## src/rtl/shift_unit.sv

```systemverilog
`default_nettype none
// ============================================================================
// shift_unit : pipelined barrel shifter (SLL/SRL/SRA/ROR) with valid/ready.
// Rotate wrap path built only when SHIFT_UNIT_ROTATE_EN is defined.  Rev 1.0
// ============================================================================
module shift_unit #(
  parameter int WIDTH            = 32,
  parameter int LEVELS_PER_STAGE = 2,
  parameter int TAG_W            = 5,
  localparam int SHAMT_W         = $clog2(WIDTH),
  localparam int LAT             = (SHAMT_W + LEVELS_PER_STAGE - 1) / LEVELS_PER_STAGE
) (
  input  logic               clock,
  input  logic               reset,
  input  logic               in_valid,
  output logic               in_ready,
  input  logic [WIDTH-1:0]   in_data,
  input  logic [SHAMT_W-1:0] in_shamt,
  input  logic [1:0]         in_op,
  input  logic [TAG_W-1:0]   in_tag,
  output logic               out_valid,
  input  logic               out_ready,
  output logic [WIDTH-1:0]   out_data,
  output logic [TAG_W-1:0]   out_tag
);

  localparam logic [1:0] OP_SLL = 2'b00;
  localparam logic [1:0] OP_SRL = 2'b01;
  localparam logic [1:0] OP_SRA = 2'b10;
`ifdef SHIFT_UNIT_ROTATE_EN
  localparam logic [1:0] OP_ROR = 2'b11;
`endif

  // One barrel level: shift by 2^k with the fill selected by the opcode.
  function automatic logic [WIDTH-1:0] shift_level(
    input logic [WIDTH-1:0] d,
    input int               k,
    input logic [1:0]       op,
    input logic             sign
  );
    logic [WIDTH-1:0] right;
    logic [WIDTH-1:0] ones;
    int               amt;
    amt   = 1 << k;
    ones  = '1;
    right = d >> amt;
    case (op)
      OP_SLL:  shift_level = d << amt;
      OP_SRL:  shift_level = right;
      OP_SRA:  shift_level = sign ? (right | ~(ones >> amt)) : right;
`ifdef SHIFT_UNIT_ROTATE_EN
      OP_ROR:  shift_level = right | (d << (WIDTH - amt));
`endif
      default: shift_level = right;
    endcase
  endfunction

  // Stage registers are numbered 1..LAT; stage LAT drives the outputs.
  logic [LAT:1]                 st_valid;
  logic [LAT:1][WIDTH-1:0]      st_data;
  logic [LAT:1][SHAMT_W-1:0]    st_shamt;
  logic [LAT:1][1:0]            st_op;
  logic [LAT:1]                 st_sign;
  logic [LAT:1][TAG_W-1:0]      st_tag;

  // Source of each stage's combinational levels: index 0 is the input port.
  logic [LAT-1:0]               src_valid;
  logic [LAT-1:0][WIDTH-1:0]    src_data;
  logic [LAT-1:0][SHAMT_W-1:0]  src_shamt;
  logic [LAT-1:0][1:0]          src_op;
  logic [LAT-1:0]               src_sign;
  logic [LAT-1:0][TAG_W-1:0]    src_tag;
  logic [LAT-1:0][WIDTH-1:0]    nxt_data;

  logic stall;
  logic unused_stage_bits;

  assign out_valid = st_valid[LAT];
  assign out_data  = st_data[LAT];
  assign out_tag   = st_tag[LAT];
  assign stall     = out_valid & ~out_ready;
  assign in_ready  = ~stall;

  // Sign is latched from the original operand so intermediate values never alter it.
  always_comb begin
    src_valid    = '0;
    src_data     = '0;
    src_shamt    = '0;
    src_op       = '0;
    src_sign     = '0;
    src_tag      = '0;
    src_valid[0] = in_valid;
    src_data[0]  = in_data;
    src_shamt[0] = in_shamt;
    src_op[0]    = in_op;
    src_sign[0]  = (in_op == OP_SRA) & in_data[WIDTH-1];
    src_tag[0]   = in_tag;
    for (int s = 1; s < LAT; s++) begin
      src_valid[s] = st_valid[s];
      src_data[s]  = st_data[s];
      src_shamt[s] = st_shamt[s];
      src_op[s]    = st_op[s];
      src_sign[s]  = st_sign[s];
      src_tag[s]   = st_tag[s];
    end
  end

  always_comb begin
    nxt_data = '0;
    for (int s = 0; s < LAT; s++) begin
      nxt_data[s] = src_data[s];
      for (int k = 0; k < SHAMT_W; k++) begin
        if (((k / LEVELS_PER_STAGE) == s) && src_shamt[s][k]) begin
          nxt_data[s] = shift_level(nxt_data[s], k, src_op[s], src_sign[s]);
        end
      end
    end
  end

  // Every stage advances together (bubbles included) unless the output is blocked.
  always_ff @(posedge clock) begin
    if (reset) begin
      st_valid <= '0;
      st_data  <= '0;
      st_shamt <= '0;
      st_op    <= '0;
      st_sign  <= '0;
      st_tag   <= '0;
    end else if (!stall) begin
      for (int s = 0; s < LAT; s++) begin
        st_valid[s+1] <= src_valid[s];
        st_data[s+1]  <= nxt_data[s];
        st_shamt[s+1] <= src_shamt[s];
        st_op[s+1]    <= src_op[s];
        st_sign[s+1]  <= src_sign[s];
        st_tag[s+1]   <= src_tag[s];
      end
    end
  end

  // Last-stage control fields have no consumer.
  assign unused_stage_bits = &{1'b0, st_shamt, st_op, st_sign};

endmodule
`default_nettype wire

```

## config.mk

```make
export PLATFORM = sky130hd
export DESIGN_NAME = shift_unit
export DESIGN_NICKNAME = d
export VERILOG_FILES = /design/src/rtl/shift_unit.sv
export SDC_FILE = /design/constraint.sdc
export NUM_CORES = 1
export LEC_CHECK = 0
export BUFFER_PORTS_ARGS = -buffer_cell sky130_fd_sc_hd__buf_4
export CAP_MARGIN = 20
export CORE_AREA = 3 3 118 120
export DETAILED_ROUTE_END_ITERATION = 12
export DIE_AREA = 0 0 121 123
export PLACE_DENSITY = 0.8
export SLEW_MARGIN = 30
export SYNTH_ARGS = -nofsm -noshare
export SYNTH_HDL_FRONTEND = slang
export SYNTH_SLANG_ARGS = --single-unit
```

## constraint.sdc

```tcl
create_clock -name clock -period 2.3 [get_ports clock]
set_clock_uncertainty 0.2 [all_clocks]
set_input_delay 0.115 -clock clock [delete_from_list [all_inputs] [get_ports clock]]
set_output_delay 0.115 -clock clock [all_outputs]
set_load 0.01 [all_outputs]
```

# == Word level (Yosys, flattened, before mapping) ==
# Index checks and enable logic that the tools add are counted.
# op_classes
n_addsub,0
n_mul,0
n_div,0
magnitude_cmp,0
n_eq_ne,3
n_shift,0
n_mux,15
n_bitwise,4
reduce_logical,3
# ops
op,n
two-way mux 32 bit,10
case mux 32 bit (2 select lines),5
"== test 2 bit, second input constant",3
logical NOT 2 bit,3
bitwise AND 1 bit,2
NOT 1 bit,2
# totals
ff_bits,130
latchBits,0
ram_bits,0
romBits,0
elab_cells,37
memories,0

# == Depth between registers and ports, before layout ==
# Gate-level depths: netlist (run 1).
# depth
ltp_word,8
ltp_mapped,7

# == Least setup slack after synthesis (run 1) ==
# No wires, ideal clock.
# synth_path
path_kind,register to register
start,reg st_valid[3] (netlist name)
end,reg st_data (netlist bit out_data[23])
t_arrival_ns,1.409
required_ns,1.972
slack_ns,0.563
path_stages_with_launch,8
n_path_buf,3
period_less_slack_ns,1.737
cell_sequence,dfxtp_1 -> nor2b_1 -> buf_2 -> clkbuf_1 -> buf_2 -> a311oi_1 -> a21oi_1 -> nor2_1
# synth_between
elab_chain_cells,1
# synth_lines
element,line,rtl
start: declaration,59,logic [LAT:1] st_valid;
start signal: indexed assignment,131,st_valid[s+1] <= src_valid[s];
bitwise AND 1 bit,81,assign stall = out_valid & ~out_ready;
end signal: indexed assignment,132,st_data[s+1] <= nxt_data[s];
end: declaration,60,logic [LAT:1][WIDTH-1:0] st_data;
# No other way between the ends.
# A chain may end at the register's enable or synchronous reset.

# == Worst setup path after layout (run 1) ==
# layout_path
start,in in_data[1]
end,reg st_data (netlist bit src_data[32])
# layout_between
elab_chain_cells,5
word_cells_on_any_way,6
cone_classes,mux: 6
# layout_lines
element,line,rtl
start: declaration,17,"input logic [WIDTH-1:0] in_data,"
case mux 32 bit (2 select lines) *,47,case (op)
two-way mux 32 bit *,113,if (((k / LEVELS_PER_STAGE) == s) && src_shamt[s][k]) begin
two-way mux 32 bit,50,OP_SRA: shift_level = sign ? (right | ~(ones >> amt)) : right;
case mux 32 bit (2 select lines),47,
two-way mux 32 bit *,113,
# Mark *: on every way between the ends. The rest lies on a longest branch, timed or not.

==> metrics, run 1 <==
Tcrit/Tclk final 0.966; drt total wl about 25000 um; PD cells 690 nW/um^2; peak supply drop 573 uV; Cell Area, Synth 7670 um^2; Final Wtd Congestion 1.01; final count of hold timing violations 0; die area 14900 um^2; Reg clk slew, reported paths roughly 0.060 ns; setup violators final 0; CP Data Arrival Time 2.31 ns; Die Height 123 um; global-route wire length before repair 39700 um; # diodes 0; RSZ-0062 raised after global routing false; Crit. End Element register; GRT Overall Usage 0.334; Max clock buf depth 2; CTS H-tree depth 4; post-cts gate resize count 0; total CTS buffers 17; Async S/R FF share, synth 0; CP Class in2reg; post-route ant nets 0; status finished, final reports clean; commonest register cell after synthesis dfxtp_1; Clk Tree Root Cell clkbuf_16; IO Port Bufs 86; number of flops mapped to enable cells by yosys 0; CTS tree yes; most common cell after layout, fill and taps aside nor2_1; Max Clock Freq 450 MHz; Critical Path RT between 2 and 2.5 ns; Fin Setup TNS 0 ns; Seq/Total Area, Yosys 0.324; Area Overhead vs Synth 21.9%; utilization after layout 0.714; fin nets 1171; # Max-Cap Violations 0; largest net degree at the start of global routing 71; drt initial violations 784; Vias 8517; num rows 42; fin crit period 2.22 ns; leakage 3.55 nW; routed vias/inst 6.49; effective utilization at floorplan 0.586; router iterations before antenna repair 6; Final Max Tran Viols 0; GRT Residual Overflow 0; layout cells sized above 1 0.173; Distinct cells, synth 45; worst slew pin tran 0.613 ns; PnR Total Power 6.45 mW; slew margin rel. 0.592; setup ws final a little under 0.08 ns; Seq cells post-synth 124; Hold Crit Class in2reg; core area 13100 um^2; WL/cell a little under 20 um; Filler cells 1060; worst-path maximum fanout 3; Mean Syn Cell Area 7.24 um^2; Die Span X 121 um; vias in the first global route 7480; Final HPWL DP 16900 um; most frequent cells in the layout nor2_1 (163), a21oi_1 (134), dfxtp_1 (122); clk_lat worst skew 0.42 ns; YS warnings 0; Mapped Cells 1059; num ports 87; antenna violations before repair 0; Synthesized Nets 1107; crit path launch type input port; final hold slack 0.0291 ns; pre-CTS setup slack between 0.3 and 0.4 ns; CTS Sinks 124; DRC violation count after routing 0
worst paths after layout:
check              startpoint            to  slack (ns)  cells past startpoint
setup / recovery   in_data[1]  src_data[32]        0.08                      8
hold / removal    in_data[30]  src_data[60]        0.03                      4
setup reg to reg  st_valid[3]  src_data[32]        0.13                      6
hold reg to reg    st_sign[2]    st_sign[2]        0.25                      2
per-stage QoR:
stage | instance area (um^2) | instances
after floorplan | 7670 | 1059
after detailed placement | 8450 | 1250
after global placement | 8450 | 1250
after CTS | 9330 | 1310
after global routing | 9350 | 1312
final | 9350 | 1312
repair_timing:
| action | in CTS | in global routing |
|---|---|---|
| endpoints found under the hold margin | 24 | 0 |
| buffers inserted | 0 | 2 |
| hold buffers | 28 | 0 |
| endpoints found under the setup margin | 0 | 4 |
worst max-delay path, stage by stage:
cell	delay (ns)
dlygate4sd3_1	0.54
buf_4	0.14
o211ai_1	0.07
a21oi_1	0.08
dlygate4sd3_1	0.58
o22ai_1	0.17
dlygate4sd3_1	0.58
nor2_1	0.04
cell usage after synthesis, types with 2 or more instances:
| library cell | instances | area share |
|---|---|---|
| nor2_1 | 163 | 0.080 |
| a21oi_1 | 134 | 0.087 |
| dfxtp_1 | 124 | 0.32 |
| nand2_1 | 79 | 0.039 |
| a311oi_1 | 76 | 0.087 |
| o21ai_0 | 67 | 0.044 |
| clkbuf_1 | 63 | 0.031 |
| nor3_1 | 56 | 0.037 |
| nor4_1 | 36 | 0.029 |
| or3b_1 | 36 | 0.041 |
| buf_2 | 32 | 0.021 |
| or3b_2 | 24 | 0.027 |
| nand2b_1 | 20 | 0.016 |
| nor2b_1 | 20 | 0.016 |
| buf_1 | 11 | 0.0054 |
| inv_1 | 11 | 0.0054 |
| a211oi_1 | 10 | 0.0098 |
| a31oi_1 | 10 | 0.0082 |
| o22ai_1 | 10 | 0.0082 |
| mux2i_1 | 9 | 0.012 |
| nand3_1 | 9 | 0.0059 |
| o211ai_1 | 7 | 0.0069 |
| a311o_1 | 6 | 0.0078 |
| or3b_4 | 6 | 0.0088 |
| o21ai_1 | 5 | 0.0033 |
| mux2_2 | 3 | 0.0044 |
| nand3b_1 | 3 | 0.0029 |
| nor3b_1 | 3 | 0.0029 |
| o21bai_1 | 3 | 0.0029 |
| o41a_1 | 3 | 0.0044 |
| a2111oi_0 | 2 | 0.0023 |
| a32o_1 | 2 | 0.0026 |
| buf_6 | 2 | 0.0029 |
| nand4_1 | 2 | 0.0016 |
| or3_1 | 2 | 0.0016 |
cell families (layout without fill, tap and decap cells):
| kind of cell | count (synthesis) | count (layout) | synth area share |
|---|---|---|---|
| AND/OR/NAND/NOR | 460 | 460 | 0.310 |
| AO/OA/AOI/OAI | 343 | 343 | 0.284 |
| flip-flops | 124 | 124 | 0.324 |
| buffers and inverters | 120 | 197 | 0.0661 |
| multiplexers | 12 | 12 | 0.0162 |
per-layer routing:
metal  wire length (um)  global-route usage  part of all wire
met5                  0                   0                 0
met4               1050               0.150             0.041
met3               2190              0.0586             0.087
met2              11600               0.528              0.46
met1              10400               0.449              0.41
where the power goes:
| group | switching, mW | internal (mW) | leakage, nW |
|---|---|---|---|
| sequential | 0.190 | 2.31 | 1.02 |
| clock | 1.10 | 1.63 | 0.286 |
| combinational | 0.671 | 0.540 | 2.24 |
state kept, by name, summed over array words and instances, names as in the netlist:
register,cells
st_valid,3
st_sign,2
src_tag,10
out_data,32
src_shamt,4
src_data,64
out_tag,5
src_op,4
cell type report:
cell class              count  area, um^2  area share
multi-input cells         815        4680       0.501
flip-flops and latches    124        2480       0.266
repair buffers            154        1310       0.141
clock buffers              17         425      0.0455
well taps                 176         220      0.0236
clock inverters            15         175      0.0187
inverters                  11        42.5     0.00455
No activity file was read; power rests on OpenSTA's default activity.
==> run 2: changes to the inputs <==
--- a/config.mk
+++ b/config.mk
@@ -11,6 +11,7 @@
 export DETAILED_ROUTE_END_ITERATION = 12
 export DIE_AREA = 0 0 121 123
 export PLACE_DENSITY = 0.8
+export SETUP_SLACK_MARGIN = 0.15
 export SLEW_MARGIN = 30
 export SYNTH_ARGS = -nofsm -noshare
 export SYNTH_HDL_FRONTEND = slang
==> run 2 against run 1 <==
- routed wire length down 0.10%
- register-to-register slack improved by 0.21 ns
- hold slack worse by 0.0013 ns
- first-iteration DRC count rose by 6.3%
- die area did not move
- design area fell by 0.21%
- critical path depth shrank 3
- sequential power about the same
- critical endpoint is now src_tag[7]
==> metrics, run 2 (synthesis gave the netlist of run 1 again) <==
Final HPWL DP 16900 um (unchanged); largest net degree at the start of global routing 71 (unchanged); Slowest-stage cell, CP dlygate4sd3_1; Die Span X 121 um (unchanged); peak supply drop 537 uV (-6.3%); WHS Endpoint src_data[60]; Clk pwr share 0.425 (about the same); worst slew pin tran 0.624 ns (+0.0115 ns); logic gate share of total power 0.187 (about the same); leakage 3.53 nW (-0.41%); PD cells 691 nW/um^2 (+0.16%); Hold Path Origin in_data[30]; Fin Setup TNS 0 ns (unchanged); Reg clk slew, reported paths 0.06 ns (about the same); most frequent cells in the layout nor2_1 (163), a21oi_1 (134), dfxtp_1 (122); Area Overhead vs Synth 21.7%; crit path launch type input port; core area 13100 um^2 (unchanged); num rows 42 (unchanged); post-route ant nets 0 (unchanged); drt initial violations 833 (+6.3%); Hold Path Depth 4 (unchanged); # Max-Cap Violations 0 (unchanged); worst reg2reg startpoint src_op[3]; CTS Sinks 124 (unchanged); CP delay by family, top buffers and inverters; DRC violation count after routing 0 (unchanged); Clk Tree Root Cell clkbuf_16; slew margin rel. 0.584 (-0.00768); placed instance area 8450 um^2 (unchanged); WL/cell 19.3 um (about the same); Final Max Tran Viols 0 (unchanged); antenna violations before repair 0 (unchanged); status finished, final reports clean; # diodes 0 (unchanged); GRT Residual Overflow 0 (unchanged); Hold Crit Class in2reg; final hold slack 0.0278 ns (-0.00133 ns); layout cells sized above 1 0.174 (+0.000306); CTS tree yes; drt total wl 25200 um (-0.10%); max FFs per register 64 (unchanged); die area 14900 um^2 (unchanged); Internal Power 4.48 mW (-0.12%); Max Clock Freq 500 MHz (+11%); fin crit period 2.00 ns (-0.219 ns); Tcrit/Tclk final 0.870 (-0.0953); final count of hold timing violations 0 (unchanged); vias in the first global route 7446 (-0.45%); routed vias/inst 6.46 (-0.47%); CP max stage delay 0.56 ns (-0.02 ns); clk_lat worst skew 0.43 ns (about the same); final non-filler cell area 9330 um^2 (-0.21%); num ports 87 (unchanged); effective utilization at floorplan 0.586 (unchanged); worst path bufs/invs 4 (unchanged); Max clock buf depth 2 (unchanged); Vias 8464 (-0.62%); R2R depth 5 (-1); router iterations before antenna repair 5 (-1); IO Port Bufs 86 (unchanged); Crit. End Element register; GRT Overall Usage 0.335 (+0.000714); Filler cells 1064 (+0.38%); worst-path maximum fanout 54 (+51); total CTS buffers 17 (unchanged); Critical Path RT 2.41 ns (+0.02 ns); setup violators final 0 (unchanged); CP Data Arrival Time 2.12 ns (-0.19 ns); global-route wire length before repair 39600 um (-0.16%); RSZ-0062 raised after global routing false; CP cell instances dlygate4sd3_1 -> buf_4 -> buf_4 -> a21oi_1 -> dlygate4sd3_1; end of the worst register-to-register path src_data[90]; reg2reg setup slack 0.34 ns (+0.21 ns); Final Wtd Congestion 1.01 (unchanged); relative contribution of sequential cells to total power 0.388 (about the same); Die Height 123 um (unchanged); CP Class in2reg; fin nets 1169 (-0.17%); sw power 1.96 mW (+0.11%); switching fraction of total power 0.305 (+0.000494); most common cell after layout, fill and taps aside nor2_1; CTS H-tree depth 4 (unchanged)
-- run 2: cell count changes in the layout (fill, tap and decap cells not counted), sizes merged --
cell,before,now
dlygate4sd3,28,26
-- run 2: what timing repair did --
action,CTS,global route
resized for setup,0,0
hold buffers,26,0
endpoints found under the hold margin,24,0
buffers inserted,0,2
endpoints found under the setup margin,0,1
-- run 2: final cells by class --
cell class | count | area [um^2] | area share
clock buffer | 17 | 425 | 0.0456
sequential | 124 | 2480 | 0.266
timing repair buffer | 152 | 1290 | 0.139
inverter | 11 | 42.5 | 0.00456
clock inverter | 15 | 175 | 0.0188
tap | 176 | 220 | 0.0236
multi-input combinational | 815 | 4680 | 0.502
-- run 2: per-stage QoR --
stage | setup WS (ns) | power [mW] | std cells | utilization
6_report | 0.298 | 6.44 | 1310 | 0.713
5_1_grt | 0.204 | 6.70 | 1310 | 0.713
4_1_cts | 0.163 | 6.41 | 1308 | 0.712
3_5_place_dp | 0.374 | 3.67 | 1250 | 0.646
3_3_place_gp | 0.390 | 3.66 | 1250 | 0.646
2_1_floorplan | 0.563 | 3.24 | 1059 | -
-- run 2: worst max-delay path by stage --
stage / slack, ns / cells after the start / endpoint / from
global placement: 0.39 / 6 / src_data[68] / src_op[2]
finish: 0.30 / 5 / src_tag[7] / reset
detailed placement: 0.37 / 6 / src_data[88] / st_valid[3]
floorplan: 0.56 / 7 / out_data[23] / st_valid[3]
CTS: 0.16 / 6 / src_tag[7] / st_valid[3]
global route: 0.20 / 7 / src_data[33] / in_data[0]
-- run 2: power by group through the flow --
stage                     logic [mW]  registers, mW  clock network, mW
after floorplan                0.766           2.47                  0
after global placement          1.13           2.54                  0
after detailed placement        1.14           2.54                  0
after CTS                       1.18           2.49               2.74
after global routing            1.32           2.51               2.87
final                           1.20           2.50               2.74
-- run 2: worst register-to-register path, stage by stage (launching register included) --
cell,delay [ns]
dfxtp_1,0.39
buf_12,0.25
nand2_1,0.23
o211ai_2,0.44
a21oi_1,0.08
nor4_1,0.27
-- run 2: layer usage --
| metal | track usage | vias up | routed length (um) |
|---|---|---|---|
| met5 | 0 | - | 0 |
| met4 | 0.164 | 0 | 1060 |
| met3 | 0.0572 | 65 | 2120 |
| met2 | 0.527 | 472 | 11800 |
| met1 | 0.447 | 3891 | 10300 |
| li1 | - | 4036 | - |
==> run 3: changes to the inputs <==
--- a/config.mk
+++ b/config.mk
@@ -7,10 +7,11 @@
 export LEC_CHECK = 0
 export BUFFER_PORTS_ARGS = -buffer_cell sky130_fd_sc_hd__buf_4
 export CAP_MARGIN = 20
-export CORE_AREA = 3 3 118 120
+export CORE_AREA = 3 3 117 119
+export CTS_BUF_LIST = sky130_fd_sc_hd__clkbuf_8
 export DETAILED_ROUTE_END_ITERATION = 12
-export DIE_AREA = 0 0 121 123
-export PLACE_DENSITY = 0.8
+export DIE_AREA = 0 0 120 122
+export PLACE_DENSITY = 0.81
 export SETUP_SLACK_MARGIN = 0.15
 export SLEW_MARGIN = 30
 export SYNTH_ARGS = -nofsm -noshare
==> constraint.sdc (replaced) <==
create_clock -name clock -period 2.1 [get_ports clock]
set_clock_uncertainty 0.2 [all_clocks]
set_input_delay 0.105 -clock clock [delete_from_list [all_inputs] [get_ports clock]]
set_output_delay 0.105 -clock clock [all_outputs]
set_load 0.01 [all_outputs]
==> run 3 against run 2 <==
- sequential share of layout area fell by 0.22 points
- design area grew 1.2%
- first-iteration DRC count is 1.7% higher
- critical endpoint is now in_ready
- total power is 0.48% higher
- largest cell class unchanged
- hold slack improved by 0.0081 ns
- routed wire length increased by 0.84%
- register-to-register slack got worse by 0.11 ns
==> metrics, run 3 (synthesis gave the netlist of run 1 again) <==
CTS H-tree depth 4 (unchanged); CTS tree yes; Hold Path Depth 3 (-1); setup violators final 0 (unchanged); peak supply drop 424 uV (-21%); GRT Residual Overflow 0 (unchanged); crit path launch type register; Critical Path RT 1.79 ns (-0.62 ns); final count of hold timing violations 0 (unchanged); setup ws final 0.176 ns (-0.123 ns); most common cell after layout, fill and taps aside nor2_1; Filler cells 1006 (-5.5%); end of the worst register-to-register path src_data[80]; Area Overhead vs Synth 23.1%; CP Data Arrival Time 1.62 ns (-0.50 ns); worst-path maximum fanout 41 (-24%); status finished, final reports clean; effective utilization at floorplan 0.605 (+0.0191); layout cells sized above 1 0.195 (+0.0209); GRT Overall Usage 0.343 (+0.00757); critical path startpoint st_valid[3]; RSZ-0062 raised after global routing true; R2R depth 5 (unchanged); CP Class reg2out; worst slew pin tran 0.663 ns (+0.0388 ns); Max clock buf depth 2 (unchanged); max FFs per register 64 (unchanged); routed vias/inst 6.56 (+1.6%); Crit. End Element output pin; WHS Endpoint src_data[39]; WL/cell 19.1 um (-0.90%); clk_lat worst skew 0.45 ns (+0.02 ns); drt total wl 25500 um (+0.84%); Hold Crit Class in2reg; num ports 87 (unchanged); die area 14600 um^2 (-1.6%); # Max-Cap Violations 0 (unchanged); Final HPWL DP 17500 um (+3.4%); Fin Setup TNS 0 ns (unchanged); reg2reg setup slack 0.23 ns (-0.11 ns); core area 12700 um^2 (-3.2%); Tcrit/Tclk final 0.916; PD cells 686 nW/um^2 (-0.70%); Final Max Tran Viols 0 (unchanged); largest net degree at the start of global routing 71 (unchanged); most frequent cells in the layout nor2_1 (163), buf_4 (140), a21oi_1 (134); Max Clock Freq a little over 500 MHz; leakage 3.60 nW (+2.0%); Die Height 122 um (-0.81%); Vias 8748 (+3.4%); Reg clk slew, reported paths 0.07 ns (about the same); pre-CTS setup slack 0.0454 ns (-0.328 ns); Hold Path Origin in_shamt[1]; vias in the first global route 7956 (+6.8%); global-route wire length before repair 40700 um (+2.8%); fin nets 1196 (+2.3%); fin crit period 1.92 ns; drt initial violations 847 (+1.7%); # diodes 0 (unchanged); total CTS buffers 17 (unchanged); CTS Sinks 124 (unchanged); post-route ant nets 0 (unchanged); antenna violations before repair 0 (unchanged); IO Port Bufs 86 (unchanged); slew margin rel. 0.553 (-0.0305); worst reg2reg startpoint src_op[3]; Clk Tree Root Cell clkbuf_8; Die Span X 120 um (-0.83%); Final Wtd Congestion 1.10 (+8.7%); DRC violation count after routing 0 (unchanged); num rows 41 (-2.4%); router iterations before antenna repair 5 (unchanged)
[run 3: cell type report]
type	count	area, um^2	share of cell area
multi-input cells	815	4710	0.499
flip-flops and latches	124	2490	0.264
repair buffers	179	1530	0.162
clock buffers	19	262	0.0277
well taps	172	215	0.0228
clock inverters	13	189	0.0200
inverters	11	42.5	0.00451
[run 3: worst max-delay path: stages (launching register included)]
cell and delay, ns:
dfxtp_1 0.33, nor2b_4 0.18, clkinv_2 0.11, buf_12 0.19
buf_4 0.20, buf_4 0.15
[run 3: metrics by stage]
| step | instances | hold slack, ns | instance area, um^2 | utilization | power (mW) |
|---|---|---|---|---|---|
| final | 1333 | 0.0359 | 9440 | 0.745 | 6.47 |
| after global routing | 1333 | 0.0346 | 9440 | 0.745 | 6.73 |
| after CTS | 1332 | 0.00653 | 9370 | 0.740 | 6.43 |
| after detailed placement | 1269 | 0.167 | 8610 | 0.679 | 4.06 |
| after global placement | 1269 | 0.165 | 8610 | 0.679 | 4.04 |
| after floorplan | 1059 | 0.0455 | 7670 | - | 3.54 |
[run 3: timing repair]
item / in CTS / in global routing
hold endpoints to repair: 41 / 0
gates resized for setup: 2 / 13
setup buffers: 1 / 0
hold buffers: 30 / 0
setup endpoints to repair: 3 / 29
gates cloned: 0 / 1
[run 3: where the power goes]
group | leakage [nW] | internal (mW) | switching [mW]
Sequential | 1.02 | 2.53 | 0.196
Combinational | 2.35 | 0.628 | 0.766
Clock | 0.228 | 1.36 | 0.991
[run 3: per-layer routing]
metal  up-vias  GRT usage  part of all wire
met5         -          0                 0
met4         0      0.168             0.052
met3       115     0.0557             0.080
met2       514      0.561              0.46
met1      4032      0.440              0.40
li1       4087          -                 -
[run 3: worst max-delay path by stage]
stage                               to  slack [ns]  cells after the start
after floorplan           out_data[23]        0.36                      7
after global placement    src_data[47]        0.05                      6
after detailed placement  src_data[47]        0.05                      6
after CTS                 src_data[47]        0.18                      6
after global routing          in_ready        0.11                      5
final                         in_ready        0.18                      5
